File: config.mk
export PLATFORM = sky130hd
export DESIGN_NAME = bin_to_bcd_display
export DESIGN_NICKNAME = d
export VERILOG_FILES = /design/src/rtl/bin_to_bcd_display.sv
export SDC_FILE = /design/constraint.sdc
export NUM_CORES = 1
export LEC_CHECK = 0
export ABC_AREA = 1
export CAP_MARGIN = 30
export CORE_UTILIZATION = 25
export CTS_CLUSTER_SIZE = 40
export DETAILED_ROUTE_END_ITERATION = 8
export SYNTH_ARGS = -nofsm -noshare
export SYNTH_HDL_FRONTEND = slang
export SYNTH_SLANG_ARGS = --single-unit
File: constraint.sdc
create_clock -name clk -period 4.2 [get_ports clk]
set_input_delay 0.84 -clock clk [delete_from_list [all_inputs] [get_ports clk]]
set_output_delay 0.84 -clock clk [all_outputs]
set_load 0.01 [all_outputs]
File: src/rtl/bin_to_bcd_display.sv
// Sequential double-dabble binary-to-packed-BCD converter for the seven-segment display stage.
// Optional LEADING_ZERO_BLANK_EN replaces leading zero digits with the 4'hF blank code.
module bin_to_bcd_display #(
  parameter int BIN_W  = 27,
  parameter int DIGITS = 8
) (
  input  logic                  clk,
  input  logic                  rst,
  input  logic                  start,
  input  logic [BIN_W-1:0]      bin_in,
  output logic                  busy,
  output logic                  done,
  output logic                  overflow,
  output logic [4*DIGITS-1:0]   bcd_out
);

  localparam int SR_W  = BIN_W + 4*DIGITS;
  localparam int CNT_W = $clog2(BIN_W + 1);

  function automatic logic [63:0] pow10(input int n);
    logic [63:0] p;
    p = 64'd1;
    for (int unsigned i = 0; i < n; i++) p = p * 64'd10;
    return p;
  endfunction

  localparam logic [63:0] MAX_VAL = pow10(DIGITS) - 64'd1;

  typedef enum logic [1:0] {IDLE, SHIFT, DONE} state_t;

  state_t              state, state_next;
  logic [SR_W-1:0]     sr;
  logic [SR_W-1:0]     sr_adj;
  logic [SR_W-1:0]     sr_shift;
  logic [CNT_W-1:0]    cnt;
  logic                ovf_q;
  logic [4*DIGITS-1:0] result;

  assign busy = (state != IDLE);

  always_comb begin
    sr_adj = sr;
    for (int unsigned i = 0; i < DIGITS; i++) begin
      if (sr[BIN_W + 4*i +: 4] >= 4'd5)
        sr_adj[BIN_W + 4*i +: 4] = sr[BIN_W + 4*i +: 4] + 4'd3;
    end
    sr_shift = sr_adj << 1;
  end

  // Saturation takes priority; blanking only ever applies to an exact conversion.
  always_comb begin
    result = sr[SR_W-1:BIN_W];
`ifdef LEADING_ZERO_BLANK_EN
    begin
      logic leading;
      leading = 1'b1;
      for (int unsigned i = DIGITS-1; i > 0; i--) begin
        if (leading && (sr[BIN_W + 4*i +: 4] == 4'h0))
          result[4*i +: 4] = 4'hF;
        else
          leading = 1'b0;
      end
    end
`endif
    if (ovf_q) result = {DIGITS{4'h9}};
  end

  always_comb begin
    state_next = state;
    case (state)
      IDLE:    if (start) state_next = SHIFT;
      SHIFT:   if (cnt == CNT_W'(1)) state_next = DONE;
      DONE:    state_next = IDLE;
      default: state_next = IDLE;
    endcase
  end

  always_ff @(posedge clk or posedge rst) begin
    if (rst) begin
      state    <= IDLE;
      sr       <= '0;
      cnt      <= '0;
      ovf_q    <= 1'b0;
      done     <= 1'b0;
      overflow <= 1'b0;
      bcd_out  <= '0;
    end else begin
      state <= state_next;
      done  <= 1'b0;
      case (state)
        IDLE: begin
          if (start) begin
            sr    <= SR_W'(bin_in);
            cnt   <= CNT_W'(BIN_W);
            ovf_q <= (64'(bin_in) > MAX_VAL);
          end
        end
        SHIFT: begin
          sr  <= sr_shift;
          cnt <= cnt - CNT_W'(1);
        end
        DONE: begin
          bcd_out  <= result;
          overflow <= ovf_q;
          done     <= 1'b1;
        end
        default: ;
      endcase
    end
  end

endmodule
* Word-level counts from Yosys, hierarchy flattened
Cells that the tools add are included.
Word-level totals: logic and storage cells 53, output and inout bits 35, memories kept 0, latch bits 0, ROM bits 0, bits of input ports 30, register bits after elaboration 101, memory bits (writable) 0
Cells by class: reduce and logical (&&, ||, !) cells 6, muxes and demuxes 17, bitwise logic cells 0, $mul 0, div/mod/pow operators 0, $lt $le $gt $ge 9, eq/ne operators 5, add/sub/neg operators 9, shifts and indexed selects 0
Operators with widths (number):
- $pmux W59 S2 | 1
- $mux W59 | 1
- $ge A4 B3 Y1 const B | 8
- $mux W32 | 1
- $add A4 B2 Y4 const B | 7
- $mux W4 | 7
- $gt A27 B27 Y1 const B | 1
- $pmux W5 S2 | 1
- $reduce_and A2 Y1 | 3
- $eq A5 B1 Y1 const B | 1
- $mux W5 | 1
- $sub A5 B1 Y5 const B | 1
- $mux W2 | 2
- $ne A2 B2 Y1 const B | 2
- $pmux W2 S2 | 1
- $reduce_bool A2 Y1 | 2
- $add A3 B2 Y3 const B | 1
- $mux W3 | 1
- $eq A2 B1 Y1 const B | 1
- $eq A2 B2 Y1 const B | 1
- $logic_not A2 Y1 | 1
- $mux W1 | 1

* Depth between registers and ports, before layout
depth after elaboration 3, gate-level depth with buffers 9, gate-level depth less buffers 9

* Worst setup path before layout
OpenSTA, ideal clock, no wires.
path type in2reg, from input port start, to register sr[11], cell stages on the path 5, buffers on the path 2, data required time 4.106 ns, setup time 0.094 ns, setup slack 2.659 ns, arrival 1.447 ns, cell sequence nand2_1 -> buf_4 -> buf_2 -> nor2_1 -> a221oi_2
Between the ends: word-level cells in the longest chain between the ends 2
RTL lines:
- start: declaration | line 9 | input logic start,
- $ne A2 B2 Y1 (no line)
- $reduce_and A2 Y1 (no line)
- end signal: assignment | line 93 | sr <= SR_W'(bin_in);
- end signal: assignment | line 99 | sr <= sr_shift;
- end: declaration | line 32 | logic [SR_W-1:0] sr;
Every way passes these cells. A chain may end at the register's enable or synchronous reset.

* Worst setup path after layout
from register state[0], to output port busy
Between the ends: word-level cells in the longest chain between the ends 1
RTL lines:
- start: declaration | line 31 | state_t state, state_next;
- start signal: assignment | line 88 | state <= state_next;
- $reduce_bool A2 Y1 | line 39 | assign busy = (state != IDLE);
- end: declaration | line 11 | output logic busy,
Every way passes these cells.

==> reports/qor.yml <==
pwr_density_cell_nw_per_um2: 710
finClkSkew_ps: 11.2
core_um2: 18800
hold_class: "reg2reg"
rows: 50
avgSynthCellArea_um2: 9.07
insertion_delay_ps: 360
synthCells: 532
synth.area.top_cells: "dfrtp_1 52%, o21ai_0 7.0%, inv_1 5.5%"
period_share_pct: 58.7
criticalPathCategory: "reg2out"
max_freq_mhz: 406
overflow: 0
startpoint_type: "flop"
grt_use_total_pct: 11.9
post-route-min-period_ps: 2470
critPathMaxStageDelay_ps: 500
syn-num-nets: 580
cts_setup_buffers: 0
end_kind: "output pin"
place_congestion: 0.811
synth_area_um2: 4820
async_flop_share_pct: 100
cts_tree: "yes"
cts_buffers: 9
die_w_um: 141
drt_iter0_markers: 272
grt_max_degree: 59
port_buffers: 64
antennaDiodeCount: 0
ctsHoldBuffers: 0
path_cells: "nor2_2 > inv_1 > clkdlybuf4s50_1"
hold_viol_final: 0
clock_path_buffers: 2
cp.required_ps: 3360
maxCapViolations: 0
cts-htree-levels: 3
place_area_um2: 5740
synth_edf_count: 0
ys_seq_area_share_pct: 52.4
worst_slew_pin_slew_ps: 813
worst-endpoint-arrival_ps: 1630
dr.pass1.iters: 5
setup_tns_ps: 0
yosysUniqueCellTypes: 32
synth_top_area_cell: "dfrtp_1"
outcome: "completed"
wl_per_cell_um: 12.9
antenna_left: 0
ys_ff_latch: 101
syn2layout_area_growth_pct: 25.8
layout-drive-gt1-share_pct: 9.55
vias: 3808
design_area_um2: 6070
clk_pin_slew_ps: 70
power.leakage_uw: 0.00274
grt_pass1_wl_um: 18600
drc: 0
power.total_uw: 4310
grt_pass1_vias: 3655
synth.top_cell.area_share_pct: 52.4
vdd_drop_max_uv: 253
dp_hpwl_um: 7330
initial_core_util_pct: 25.6
root_buffer: "clkbuf_16"
die_h_um: 141
die_area_um2: 19900
routed_wirelength_um: 11100
clkSinkCount: 101
antenna_found_initial: 0
synth_warnings: 0
nets: 640
cp_slowest_cell: "clkdlybuf4s50_1"
ioPinCount: 65
crit_fanout: 6
relSlewSlack_pct: 45.7
vias_per_cell: 4.44
setup_violations: 0
grt_setup_unrepaired: "false"
cts_resized: 0
finalMaxSlewViolations: 0
ys.flop_type: "dfrtp_1"
-- metrics by stage --
stage | setup WS [ps] | util (%) | hold slack [ps] | cells
2_1_floorplan | 713 | - | 452 | 532
3_3_place_gp | 1610 | 30.5 | 465 | 841
3_5_place_dp | 1610 | 30.5 | 469 | 841
4_1_cts | 1710 | 32.2 | 488 | 857
5_1_grt | 1660 | 32.2 | 503 | 857
6_report | 1730 | 32.2 | 480 | 857
-- area by class of cell --
class | instances | area, um^2
Fill cell | 1937 | 12800
Sequential cell | 101 | 2530
Multi-Input combinational cell | 336 | 1920
Timing Repair Buffer | 68 | 683
Tap cell | 260 | 325
Inverter | 76 | 288
Clock buffer | 9 | 225
Clock inverter | 7 | 104
-- flip-flops by register name, summed over array words and instances, names as in the netlist --
register and cells:
bcd_out 32, done 1, ovf_q 1, state 2, cnt 5, overflow 1, sr 59
-- report_power, final --
group	internal [uW]	leakage [uW]	switching, uW	total (uW)
registers	1360	0.00121	228	1590
clock network	531	0.000155	393	923
logic	725	0.00138	1070	1790
-- layout by cell type, fill, tap and decap left out --
cell type,count
nor2_8,1
nand3_1,14
inv_6,2
inv_2,5
a22oi_1,2
inv_1,70
nand4_1,1
buf_12,1
ha_1,18
xnor2_1,1
buf_4,3
inv_8,1
nor2_1,50
or2_0,1
o21ai_1,4
nor2_2,1
o21ai_0,67
o211ai_1,3
a221oi_1,1
dfrtp_1,101
a31oi_1,3
nor3_1,1
o22ai_1,17
a21oi_1,50
xor2_1,4
o21ai_2,10
clkinvlp_4,2
inv_4,1
clkdlybuf4s50_1,64
clkbuf_16,9
a221oi_2,9
nand2_2,1
nor2_4,1
bufinv_16,2
o221a_2,3
o221a_1,1
nand2_1,67
or2_2,5
-- synthesized netlist by cell type (9+ instances only) --
cell type	number
nand2_1	67
ha_1	18
nor2_1	50
inv_1	71
nand3_1	14
dfrtp_1	101
a221oi_2	9
buf_2	11
o22ai_1	17
o21ai_0	67
a21oi_1	50
o21ai_2	10
-- worst paths after layout --
check	startpoint	to	slack, ps	cells after the start
min in group asynchronous	rst	sr[1]	970	2
worst min-delay path	bcd_out[29]	bcd_out[29]	480	2
worst min register to register	bcd_out[29]	bcd_out[29]	480	2
worst max-delay path	state[0]	busy	1730	3
max in group asynchronous	rst	bcd_out[19]	2540	3
worst max register to register	state[0]	bcd_out[9]	2020	5
-- cells by family (layout without fill, tap and decap cells) --
kind of cell / Yosys count / count (layout) / share of synthesized area [%]
AO/OA/AOI/OAI: 170 / 170 / 21.7
XOR/XNOR: 5 / 5 / 0.908
adder cells (fa/ha/maj): 18 / 18 / 4.67
buffers and inverters: 95 / 160 / 7.91
flip-flops: 101 / 101 / 52.4
AND/OR/NAND/NOR: 143 / 143 / 12.5
-- worst max-delay path: cells and delay by family (launching register included) --
family	cells	cell delay [ps]
buffers and inverters	2	570
and+or+nand+nor	1	280
DFF	1	420
-- per-layer routing --
layer  track usage, %  routed length [um]  vias up
met1             16.3                5730     1820
li1                 -                   -     1893
met3             3.74                 513        7
met5                0                   0        -
met2             17.8                4720       88
met4             3.83                 106        0
No activity file was read; power rests on OpenSTA's default activity.
